`src/rtl/dac_stream_driver.sv`:
```
// ----------------------------------------------------------------------------
// dac_stream_driver
//
// Streams multi-channel frames from a small FIFO onto a single time-multiplexed
// DAC. Each DAC slot lasts DIV clock cycles. DAC_CLK is high for the second
// half of every slot, so the DAC word is stable for DIV/2 cycles before its
// latching rising edge. Every CHANNELS slots a new frame is popped from the
// FIFO. If the FIFO is empty at that point, the previous frame repeats and the
// sticky underrun flag LED1 is set.
//
// Ports
//   CLK           in   sole clock, rising edge
//   BUT1          in   asynchronous active-low reset
//   run           in   1 = slot timing advances, 0 = paused (FIFO push continues)
//   in_valid      in   frame offered on in_data
//   in_ready      out  FIFO can accept a frame (level != DEPTH)
//   in_data       in   frame; channel k in bits [k*WIDTH +: WIDTH]
//   underrun_clr  in   clears LED1 (an underrun on the same edge wins)
//   DAC           out  registered DAC word
//   DAC_CLK       out  registered DAC latch clock
//   DAC_SEL       out  channel index of the current DAC word
//   LED1          out  sticky underrun flag
//   fifo_level    out  frames held in the FIFO, 0..DEPTH
// ----------------------------------------------------------------------------
module dac_stream_driver #(
  parameter int WIDTH    = 8,
  parameter int CHANNELS = 2,
  parameter int DEPTH    = 8,
  parameter int DIV      = 4,
  localparam int SEL_W   = (CHANNELS > 1) ? $clog2(CHANNELS) : 1,
  localparam int LVL_W   = $clog2(DEPTH) + 1
) (
  input  logic                      CLK,
  input  logic                      BUT1,
  input  logic                      run,
  input  logic                      in_valid,
  output logic                      in_ready,
  input  logic [CHANNELS*WIDTH-1:0] in_data,
  input  logic                      underrun_clr,
  output logic [WIDTH-1:0]          DAC,
  output logic                      DAC_CLK,
  output logic [SEL_W-1:0]          DAC_SEL,
  output logic                      LED1,
  output logic [LVL_W-1:0]          fifo_level
);

  localparam int PTR_W = $clog2(DEPTH);
  localparam int DIV_W = $clog2(DIV);

  localparam logic [DIV_W-1:0] DIV_LAST = DIV_W'(DIV - 1);
  localparam logic [DIV_W-1:0] DIV_HALF = DIV_W'(DIV / 2);
  localparam logic [SEL_W-1:0] SEL_LAST = SEL_W'(CHANNELS - 1);
  localparam logic [WIDTH-1:0] MIDSCALE = WIDTH'(1) << (WIDTH - 1);
  localparam logic [LVL_W-1:0] LVL_FULL = LVL_W'(DEPTH);

  // --------------------------------------------------------------------------
  // Slot timing
  // --------------------------------------------------------------------------
  logic [DIV_W-1:0] div_cnt;
  logic [DIV_W-1:0] div_next;
  logic             slot_end;
  logic [SEL_W-1:0] sel_next;
  logic             frame_end;

  assign slot_end  = run && (div_cnt == DIV_LAST);
  assign div_next  = !run ? div_cnt : (slot_end ? '0 : div_cnt + 1'b1);
  assign sel_next  = (DAC_SEL == SEL_LAST) ? '0 : DAC_SEL + 1'b1;
  assign frame_end = slot_end && (sel_next == '0);

  // --------------------------------------------------------------------------
  // Frame FIFO
  // --------------------------------------------------------------------------
  logic [CHANNELS*WIDTH-1:0] mem [DEPTH];
  logic [PTR_W-1:0]          wr_ptr;
  logic [PTR_W-1:0]          rd_ptr;
  logic [CHANNELS*WIDTH-1:0] pop_frame;
  logic                      fifo_empty;
  logic                      push;
  logic                      pop;
  logic                      underrun;

  // in_ready depends only on the registered level, so a pop on the same edge
  // never lets a push into a full FIFO.
  assign in_ready   = (fifo_level != LVL_FULL);
  assign fifo_empty = (fifo_level == '0);
  assign push       = in_valid && in_ready;
  // A push arriving on the frame-boundary edge is not visible yet (the level
  // is still zero), so that boundary is an underrun and the frame waits.
  assign pop        = frame_end && !fifo_empty;
  assign underrun   = frame_end && fifo_empty;
  assign pop_frame  = mem[rd_ptr];

  // NOTE: the storage array has no reset; only pointers and level do, so an
  // empty FIFO never exposes its stale contents and the array maps to RAM.
  always_ff @(posedge CLK) begin
    if (push) begin
      mem[wr_ptr] <= in_data;
    end
  end

  // NOTE: every clocked block uses non-blocking assignments so that all
  // registers sample pre-edge values regardless of statement order.
  always_ff @(posedge CLK or negedge BUT1) begin
    if (!BUT1) begin
      wr_ptr     <= '0;
      rd_ptr     <= '0;
      fifo_level <= '0;
    end else begin
      // Pointers are PTR_W bits wide with DEPTH a power of two: natural wrap.
      if (push) wr_ptr <= wr_ptr + 1'b1;
      if (pop)  rd_ptr <= rd_ptr + 1'b1;
      case ({push, pop})
        2'b10:   fifo_level <= fifo_level + 1'b1;
        2'b01:   fifo_level <= fifo_level - 1'b1;
        default: fifo_level <= fifo_level;
      endcase
    end
  end

  // --------------------------------------------------------------------------
  // DAC output path
  // --------------------------------------------------------------------------
  logic [CHANNELS*WIDTH-1:0] frame;

  always_ff @(posedge CLK or negedge BUT1) begin
    if (!BUT1) begin
      div_cnt <= '0;
      DAC_CLK <= 1'b0;
      // Starting on the last channel makes the first slot boundary after
      // reset wrap to channel 0 and fetch a frame.
      DAC_SEL <= SEL_LAST;
      DAC     <= MIDSCALE;
      frame   <= {CHANNELS{MIDSCALE}};
      LED1    <= 1'b0;
    end else begin
      div_cnt <= div_next;
      // Registered from the next count so DAC_CLK tracks div_cnt exactly.
      DAC_CLK <= (div_next >= DIV_HALF);
      if (slot_end) begin
        DAC_SEL <= sel_next;
        if (pop) begin
          // Freshly popped frame drives channel 0 on the same edge.
          frame <= pop_frame;
          DAC   <= pop_frame[WIDTH-1:0];
        end else begin
          DAC <= frame[sel_next*WIDTH +: WIDTH];
        end
      end
      if (underrun) begin
        LED1 <= 1'b1;
      end else if (run && underrun_clr) begin
        LED1 <= 1'b0;
      end
    end
  end

endmodule

```
`config.mk`:
```
export PLATFORM = sky130hd
export DESIGN_NAME = dac_stream_driver
export DESIGN_NICKNAME = d
export VERILOG_FILES = /design/src/rtl/dac_stream_driver.sv
export SDC_FILE = /design/constraint.sdc
export NUM_CORES = 1
export LEC_CHECK = 0
export ABC_AREA = 1
export BUFFER_PORTS_ARGS = -buffer_cell sky130_fd_sc_hd__buf_4
export CAP_MARGIN = 20
export CORE_MARGIN = 4
export CORE_UTILIZATION = 45
export CTS_CLUSTER_SIZE = 30
export DETAILED_ROUTE_END_ITERATION = 6
export GPL_ROUTABILITY_DRIVEN = 0
export PLACE_DENSITY = 0.74
export SYNTH_ARGS = -nofsm -noshare
export SYNTH_HDL_FRONTEND = slang
export SYNTH_SLANG_ARGS = --single-unit
```
`constraint.sdc`:
```
create_clock -name CLK -period 3 [get_ports CLK]
set_clock_uncertainty 0.1 [all_clocks]
set_input_delay 0.6 -clock CLK [delete_from_list [all_inputs] [get_ports CLK]]
set_output_delay 0.6 -clock CLK [all_outputs]
set_load 0.005 [all_outputs]
```
# Word level (Yosys, flattened, before mapping)
# Memories as Yosys holds them, arrays and structs flattened.
# Index checks and enable logic that the tools add are counted.
[word_totals] register_bits=39 wordCells=43 ramBits=128 n_memories=1
[op_classes] bitwise=1 n_lt_le_gt_ge=1 n_shift=1 n_mux=9 eq_ne=4 reduce_logical=11 add_sub_neg=6
[memory_table] name="mem" depth=8 word_bits=16 read_ports=1 rd_clocked_by_memory_dff=0 write_ports=1 line_no="73" rtl="logic [CHANNELS*WIDTH-1:0] mem [DEPTH];"
[op_table] cell="$shiftx A16 B5 Y8" n=1
[op_table] cell="$mux W8" n=1
[op_table] cell="$pmux W4 S2" n=1
[op_table] cell="$add A3 B1 Y3 const B" n=2
[op_table] cell="$logic_and A1 B1 Y1" n=6
[op_table] cell="$mux W1" n=5
[op_table] cell="$add A4 B1 Y4 const B" n=1
[op_table] cell="$eq A2 B2 Y1 const B" n=2
[op_table] cell="$logic_not A4 Y1" n=1
[op_table] cell="$mux W2" n=2
[op_table] cell="$ne A4 B4 Y1 const B" n=1
[op_table] cell="$reduce_bool A2 Y1" n=2
[op_table] cell="$sub A4 B1 Y4 const B" n=1
[op_table] cell="$add A2 B1 Y2 const B" n=1
[op_table] cell="$eq A2 B1 Y1 const B" n=1
[op_table] cell="$ge A2 B2 Y1 const B" n=1
[op_table] cell="$reduce_and A2 Y1" n=1
[op_table] cell="$add A1 B1 Y1 const B" n=1
[op_table] cell="$logic_not A1 Y1" n=1
[op_table] cell="$not A1 Y1" n=1

# Longest topological paths before layout
# Gate-level depths: netlist of the first run.
[logic_depth] ltp_word=7 mapped_depth=14 ltp_nobuf=13

# Worst setup path after synthesis of the first run
# OpenSTA, ideal clock, no wires.
[synth_timing] path_kind="reg-to-reg" startpoint="reg DAC_SEL" endpoint="reg fifo_level[2]" t_required_ns=2.767 setup_time_ns=0.133 n_path_buf=2 setup_slack_ns=0.787 period_less_slack_ns=2.213 path_stages_with_launch=14 arrival_ns=1.979 path_cell_list="dfstp_2 > buf_4 > inv_4 > nor2_4 > nand2_4 > inv_2 > buf_4 > ha_1 > xor2_1 > ha_1 > a21oi_1 > nand2b_1 > nand2_1 > o21ai_0"
[synth_via] elab_chain_len=7 elab_cells_between_ends=9 cone_classes="add/sub (1); eq/ne (2); mux (2); bitwise (1); reduce/logical (3)"
[synth_rtl] item="start, declared" line_no="42" rtl="output logic [SEL_W-1:0] DAC_SEL,"
[synth_rtl] item="start signal, assigned" line_no="140" rtl="DAC_SEL <= sel_next;"
[synth_rtl] item="$add A1 B1 Y1" line_no="67" rtl="assign sel_next = (DAC_SEL == SEL_LAST) ? '0 : DAC_SEL + 1'b1;"
[synth_rtl] item="$mux W1 (*)" line_no="67"
[synth_rtl] item="$not A1 Y1 (*)" line_no="68" rtl="assign frame_end = slot_end && (sel_next == '0);"
[synth_rtl] item="$logic_and A1 B1 Y1 (*)" line_no="68"
[synth_rtl] item="$logic_and A1 B1 Y1 (*)" line_no="89" rtl="assign pop = frame_end && !fifo_empty;"
[synth_rtl] item="net pop" line_no="79" rtl="logic pop;"
[synth_rtl] item="$eq A2 B1 Y1 / $eq A2 B2 Y1 (equally long branches)" line_no="112" rtl="case ({push, pop})"
[synth_rtl] item="$pmux W4 S2 / $reduce_bool A2 Y1 (equally long branches)"
[synth_rtl] item="end signal, assigned" line_no="113" rtl="2'b10: fifo_level <= fifo_level + 1'b1;"
[synth_rtl] item="end signal, assigned" line_no="114" rtl="2'b01: fifo_level <= fifo_level - 1'b1;"
[synth_rtl] item="end signal, assigned" line_no="115" rtl="default: fifo_level <= fifo_level;"
[synth_rtl] item="end, declared" line_no="44" rtl="output logic [LVL_W-1:0] fifo_level"
# The timed path passes the listed nets; every way through them passes the cells marked *.
# A chain may end at the register's enable or synchronous reset.

# Worst setup path after layout of the first run
[layout_timing] startpoint="reg div_cnt[0]" endpoint="reg fifo_level[2]"
[layout_via] elab_chain_len=6 elab_cells_between_ends=8 cone_classes="eq/ne (3); mux (1); reduce/logical (4)"
[layout_rtl] item="start, declared" line_no="59" rtl="logic [DIV_W-1:0] div_cnt;"
[layout_rtl] item="start signal, assigned" line_no="136" rtl="div_cnt <= div_next;"
[layout_rtl] item="$eq A2 B2 Y1 (*)" line_no="65" rtl="assign slot_end = run && (div_cnt == DIV_LAST);"
[layout_rtl] item="$logic_and A1 B1 Y1 (*)" line_no="65"
[layout_rtl] item="$logic_and A1 B1 Y1 (*)" line_no="68"
[layout_rtl] item="$logic_and A1 B1 Y1 (*)" line_no="89"
[layout_rtl] item="$eq A2 B1 Y1 / $eq A2 B2 Y1 (equally long branches)" line_no="112"
[layout_rtl] item="$pmux W4 S2 / $reduce_bool A2 Y1 (equally long branches)"
# Every way passes the cells marked *; elsewhere a longest branch is shown, timed or not.

==> metrics.cfg, run 1 <==
[sta]
tightest_slew_ps=727
period_share_pct=81.5
fin_ws_ps=555
hold_ws_ps=42.3
max_freq_ghz=0.409
setup_viol=0
timing.final.max_slew_violations=0
hold_viol=0
rsz0062_at_grt=false
max_slew_margin_pct=51.6
final.setup.tns_ps=0
finalCriticalPeriod_ps=2440

[worst_setup_path]
path_class=flop to flop
rr_startpoint=div_cnt[0]
setup.worst_path.start_class=flop
crit_path_end_kind=flop
worstPathMaxFanout=26
r2r_cells=12
cp-startpoint=div_cnt[0]
r2r_end=fifo_level[2]
arrival_ps=2690
worstPathRequired_ps=3240
ff2ff_setup_slack_ps=560
crit_end=fifo_level[2]

[logic_synthesis]
yosysSeqAreaShare_pct=66.4
avgSynthCellArea_sq_um=9.88
ys.flop_type=edfxtp_1
ys_ff_latch=167
synthArstFlopShare_pct=23.4
yosysMostFrequentCell=nand2_1
netlist_top_cells_count=nand2_1, edfxtp_1, inv_1
synth.top_cell.area_share_pct=52.9
synth_area_leaders=edfxtp_1, nand2_1, dfrtp_1
post_synth_inst_count=735
synthesis.area_sq_um=7260
yosysTopAreaCell=edfxtp_1
yosysWarnings=0
synth-edff-count=128
syn_nets=762
synth_cell_types=25

[route]
wl_um=15100
first_iter_violations=429
wl_per_cell_um=15.1
dr.pass1.iters=5
vias=4886
postRouteAntennaNets=0
via_per_inst=4.88
drc=0

[clock_network]
clock_path_buffers=2
clk_pin_slew_ps=70
postCtsSetupRepairBufs=0
cts_buffers=17
cts_hold_buf=0
htree_levels=4
cts_tree=built
cts_root_buf=clkbuf_16
post_cts_resized=0
cts_sinks=167
clk_latency_ps=420

[min_path]
hold_class=input port to async pin

[power]
combPwrFrac_pct=31.0
swShare_pct=34.4
internal-power_w=0.00511
seq_power_share_pct=41.3
p_sw_w=0.00268
p_leak_nw=3.83
ir_drop_mv=0.512
clock_power_share_pct=27.7
power.density_nw_per_um2=933

[floorplanning]
start_util_pct=45.9
io_pins=37
core_area_sq_um=15800
die-area_sq_um=18200
rows=46
die_w_um=135
die_h_um=135

[layout]
nFillCells=1373
multi_input_area_sq_um=1820
final_layout_size_suffix_gt1_share_pct=11.5
antenna_cells=0
syn2layout_area_growth_pct=15.1
seqCellArea_sq_um=4830
layout.nets=801

[global_routing]
grt_usage_pct=17.4
grt_pass1_vias=4841
grt_pass1_wl_um=24200
grt_overflow_total=0
grt_max_degree=66
antenna_found_initial=0

[placement]
place_ws_ps=455
numPortBuffers=36
hpwlAfterDp_um=8830

[status]
status=finished clean

[run]
cap_violations=0

==> worst min-delay path by stage <==
stage | slack [ps] | to | start
2_1_floorplan | 200 | DAC[0] | BUT1
3_3_place_gp | 360 | frame[7] | frame[7]
6_report | 40 | DAC[2] | BUT1
5_1_grt | 70 | DAC[4] | BUT1
3_5_place_dp | 370 | frame[7] | frame[7]
4_1_cts | 50 | DAC[2] | BUT1
==> power by group through the flow <==
| stage | Clock [W] | Combinational (W) | Sequential [W] |
|---|---|---|---|
| 2_1_floorplan | 0 | 0.00168 | 0.00320 |
| 3_3_place_gp | 0 | 0.00228 | 0.00324 |
| 3_5_place_dp | 0 | 0.00239 | 0.00326 |
| 4_1_cts | 0.00218 | 0.00243 | 0.00322 |
| 5_1_grt | 0.00228 | 0.00271 | 0.00327 |
| 6_report | 0.00216 | 0.00241 | 0.00322 |
==> cells by family after synthesis <==
group | count (synthesis) | synth area share, %
AND/OR/NAND/NOR | 394 | 22.5
flip-flops | 167 | 66.4
buffers and inverters | 151 | 8.49
AO/OA/AOI/OAI | 11 | 0.792
XOR/XNOR | 6 | 0.724
adder cells (fa/ha/maj) | 6 | 1.03
==> critical path: stages (launching register included) <==
cell and delay, ps:
dfrtp_1 400, ha_1 220, nand2_2 220, nor2_4 60
nand2_4 230, inv_2 80, ha_1 230, xor2_1 180
ha_1 200, a21oi_1 130, nand2b_1 120, nand2_1 40
o21ai_0 140
==> cells in the final DEF (no fill, tap or decap) <==
master      synthesis  layout
inv_6               0       2
dfrtp_2             0       1
clkinvlp_4          0       1
ha_1                6       6
nand2_4             1       1
inv_1             116     115
clkbuf_16           0      17
o21ai_0             7       7
nand2_1           264     264
inv_2               1       2
buf_16              0       1
inv_4               1       1
nand3_1           107     107
xnor2_1             2       2
o31ai_1             1       1
nand2b_1            1       1
clkinv_4            0       2
dfrtp_1            35      34
bufinv_16           0       3
edfxtp_1          128     128
xor2_1              4       4
clkinv_2            0       2
nor2_4              1       1
clkbuf_1            7       1
nor2_1             17      17
dfstp_2             4       4
nor3_1              1       1
a21oi_1             3       3
nand2_2             2       2
clkinv_1            2       5
buf_4               2      50
==> per-layer routing <==
metal,routed length (um),part of all wire [%],GRT usage [%]
met5,0,0,0
met3,845,5.6,4.36
met2,7290,48,28.9
met1,6630,44,22.0
met4,320,2.1,6.94
==> flip-flops by register name, summed over array words and instances (netlist names) <==
name	cells
div_cnt	2
DAC_CLK	1
LED1	1
mem	128
DAC_SEL	1
wr_ptr	3
fifo_level	4
DAC	8
frame	16
rd_ptr	3
==> cell type report <==
| cell class | count | share of cell area, % |
|---|---|---|
| multi-input combinational | 417 | 21.8 |
| clock buffer | 18 | 5.14 |
| inverter | 120 | 5.42 |
| timing repair buffer | 51 | 4.82 |
| tap | 216 | 3.23 |
| clock inverter | 13 | 1.84 |
| sequential | 167 | 57.7 |
==> metrics by stage <==
step	area [sq um]	std cells	power [W]	util [%]
after floorplan	7260	735	0.00488	-
after global placement	7750	970	0.00552	48.9
after detailed placement	7770	971	0.00565	49.1
after CTS	8360	1002	0.00783	52.8
after global routing	8360	1002	0.00826	52.8
final	8360	1002	0.00779	52.8
Power figures use the tool's default switching activity.
==> run 2, diff against run 1 <==
--- a/config.mk
+++ b/config.mk
@@ -5,7 +5,7 @@
 export SDC_FILE = /design/constraint.sdc
 export NUM_CORES = 1
 export LEC_CHECK = 0
-export ABC_AREA = 1
+export ABC_AREA = 0
 export BUFFER_PORTS_ARGS = -buffer_cell sky130_fd_sc_hd__buf_4
 export CAP_MARGIN = 20
 export CORE_MARGIN = 4
==> constraint.sdc (replaced) <==
create_clock -name CLK -period 2.5 [get_ports CLK]
set_clock_uncertainty 0.1 [all_clocks]
set_input_delay 0.5 -clock CLK [delete_from_list [all_inputs] [get_ports CLK]]
set_output_delay 0.5 -clock CLK [all_outputs]
set_load 0.005 [all_outputs]
==> run 2 against run 1 <==
  * Synthesized cell count decreased by 50%
  * Die area decreased by 8.1%
  * Worst setup slack worse by 430 ps
  * Critical endpoint is now fifo_level[3]
  * Fmax up 3.1%
  * Non-clock buffer count increased by 6
  * Cell count fell by 38%
  * Clock power up 13%
  * Sequential cell count unchanged
  * Area after synthesis fell by 8.6%
  * Critical path type unchanged
  * Sequential share of layout area is 4.2 points higher
  * Sequential power grew 23%
  * Combinational power decreased by 3%
==> metrics.cfg, run 2 <==
[status]
status=finished clean

[logic_synthesis]
yosysWarnings=0  ; unchanged
synth_area_leaders=edfxtp_1, dfrtp_1, mux4_2
synth-edff-count=128  ; unchanged
yosysSeqAreaShare_pct=72.7  ; +6.3 points
synth.top_cell.area_share_pct=57.9  ; +5.0 points
post_synth_inst_count=368  ; -50%
netlist_top_cells_count=edfxtp_1, dfrtp_1, mux4_2
synthesis.area_sq_um=6640  ; -8.6%
ys.flop_type=edfxtp_1
synth_cell_types=34  ; +36%
yosysTopAreaCell=edfxtp_1
syn_nets=395  ; -48%
yosysMostFrequentCell=edfxtp_1
ys_ff_latch=167  ; unchanged
avgSynthCellArea_sq_um=18.0  ; +83%
synthArstFlopShare_pct=23.4  ; unchanged

[floorplanning]
start_util_pct=45.8  ; -0.046 points
die_w_um=129  ; -4.1%
die_h_um=129  ; -4.1%
io_pins=37  ; unchanged
die-area_sq_um=16800  ; -8.1%
core_area_sq_um=14500  ; -8.5%
rows=44  ; -4.3%

[global_routing]
grt_max_degree=40  ; -39%
busiest_layer=met2
antenna_found_initial=0  ; unchanged
grt_pass1_vias=3647  ; -25%
grt_pass1_wl_um=20400  ; -16%
grt_overflow_total=0  ; unchanged
grtUsageMet1_pct=21.1  ; -0.86 points
grt_util_met2_pct=28.4  ; -0.55 points
grtUsageMet3_pct=4.37  ; +0.010 points
grt_usage_pct=16.7  ; -0.70 points

[sta]
final.setup.tns_ps=0  ; unchanged
max_freq_ghz=0.422  ; +3.1%
setup_viol=0  ; unchanged
timing.final.max_slew_violations=0  ; unchanged
max_slew_margin_pct=65.4  ; +14 points
finalCriticalPeriod_ps=2370  ; -73.4 ps
period_share_pct=94.9  ; +13 points
hold_viol=0  ; unchanged
tightest_slew_ps=519  ; -207 ps
rsz0062_at_grt=false

[clock_network]
clk_latency_ps=420  ; about the same
cts_root_buf=clkbuf_16
clk_pin_slew_ps=60  ; about the same
cts_tree=built
htree_levels=4  ; unchanged
cts_buffers=17  ; unchanged
postCtsSetupRepairBufs=0  ; unchanged
cts_sinks=167  ; unchanged
clock_path_buffers=2  ; unchanged

[layout]
final_layout_size_suffix_gt1_share_pct=32.2  ; +21 points
finalInstanceArea_sq_um=7790  ; -6.8%
largest_reg_flops=128  ; unchanged
mostFrequentLayoutCell=edfxtp_1
syn2layout_area_growth_pct=17.4
antenna_cells=0  ; unchanged
regMostFlops=mem
layout.nets=452  ; -44%
reg_top3=mem x128, frame x16, DAC x8
final_cell_mix=edfxtp_1, buf_4, dfrtp_1
post_layout_nonfiller_instances=622  ; -38%

[worst_setup_path]
crit_family=simple AND/OR/NAND/NOR gates
r2r_cells=8  ; -4
rr_startpoint=fifo_level[1]
r2r_end=fifo_level[3]
slowest_stage=dfrtp_1
path_buf_inv=1  ; unchanged
slowest_delay_ps=400  ; about the same
ff2ff_setup_slack_ps=130  ; -430 ps
worstPathCellList=nor4_2 > or3b_1 > clkinv_2 > ha_1 > nand3b_1 > a2111oi_1 > nor3_1 > xnor2_1
setup.worst_path.start_class=flop
worstPathMaxFanout=5  ; -81%
arrival_ps=2570  ; -120 ps
path_class=flop to flop
worstPathRequired_ps=2700  ; -540 ps
crit_path_end_kind=flop

[min_path]
holdPathStages=1
hold_start=in_data[4]
hold_class=input port to flop
min_to=mem[2][4]

[route]
postRouteAntennaNets=0  ; unchanged
first_iter_violations=255  ; -41%
via_per_inst=5.49  ; +13%
vias=3416  ; -30%
wl_um=12900  ; -14%
dr.pass1.iters=4  ; -1
wl_per_cell_um=20.8  ; +38%
drc=0  ; unchanged

[placement]
dpl.cell_count=589  ; -39%
place_area_sq_um=7210  ; -7.2%
hpwlAfterDp_um=7710  ; -13%
numPortBuffers=36  ; unchanged

[run]
cap_violations=0  ; unchanged

[power]
p_total_w=0.00873  ; +12%
ir_drop_mv=0.560  ; +9.4%
p_leak_nw=2.87  ; -25%
power.density_nw_per_um2=1120  ; +20%

==> run 2: changes by cell type in the layout (fill, tap and decap cells not counted), moves of 14 or more <==
cell,previous run,this run
inv_1,115,1
mux2_2,0,18
mux2i_1,0,16
mux4_2,0,24
nand2_1,264,19
nand3_1,107,3
nor3_1,1,15
==> run 2: routing by layer <==
metal	part of all wire, %	routed length (um)
met1	42	5410
met2	52	6720
met3	5.0	640
met4	1.2	154
met5	0	0
==> run 2: per-stage QoR <==
stage	utilization, %	worst slack, ps	hold WS [ps]
2_1_floorplan	-	-66.0	104
3_3_place_gp	49.8	165	357
3_5_place_dp	49.8	65.0	364
4_1_cts	53.7	62.7	195
5_1_grt	53.8	1.87	195
6_report	53.8	129	209
==> run 2: logic make-up (layout without fill, tap and decap cells) <==
group	Yosys count	after routing	share of synthesized area, %
AOI/OAI and AO/OA	36	36	3.68
DFF	167	167	72.7
adders and majority gates	6	6	1.13
xor gates and xnor gates	11	11	1.45
buffers and inverters	21	91	2.24
and+or+nand+nor	69	69	5.20
muxes	58	58	13.6
==> run 2: final cells by class <==
class	count	area [sq um]
tap	184	230
clock inverter	11	108
multi-input combinational	180	1720
timing repair buffer	57	455
clock buffer	21	440
sequential	167	4820
fill	1130	6690
inverter	2	8.76
==> run 2: repair_timing <==
item                       CTS  global route
setup endpoints to repair    0             2
hold endpoints to repair    35             0
gates resized for setup      0             4
hold buffers                 1             0
==> run 2: worst max path at each step <==
stage	slack, ps	from	end	depth (start not counted)
5_1_grt	2	fifo_level[1]	fifo_level[3]	9
6_report	130	fifo_level[1]	fifo_level[3]	8
3_3_place_gp	170	run	fifo_level[2]	11
4_1_cts	60	fifo_level[3]	fifo_level[3]	8
2_1_floorplan	-70	fifo_level[0]	mem[2][0]	4
3_5_place_dp	60	run	fifo_level[3]	9
==> run 2: power by group <==
group	switching (W)	internal [W]	total, W	leakage, nW
clock	0.000986	0.00145	0.00244	0.265
combinational	0.00118	0.00117	0.00234	0.963
sequential	0.000321	0.00363	0.00395	1.64
total	0.00248	0.00625	0.00873	2.87
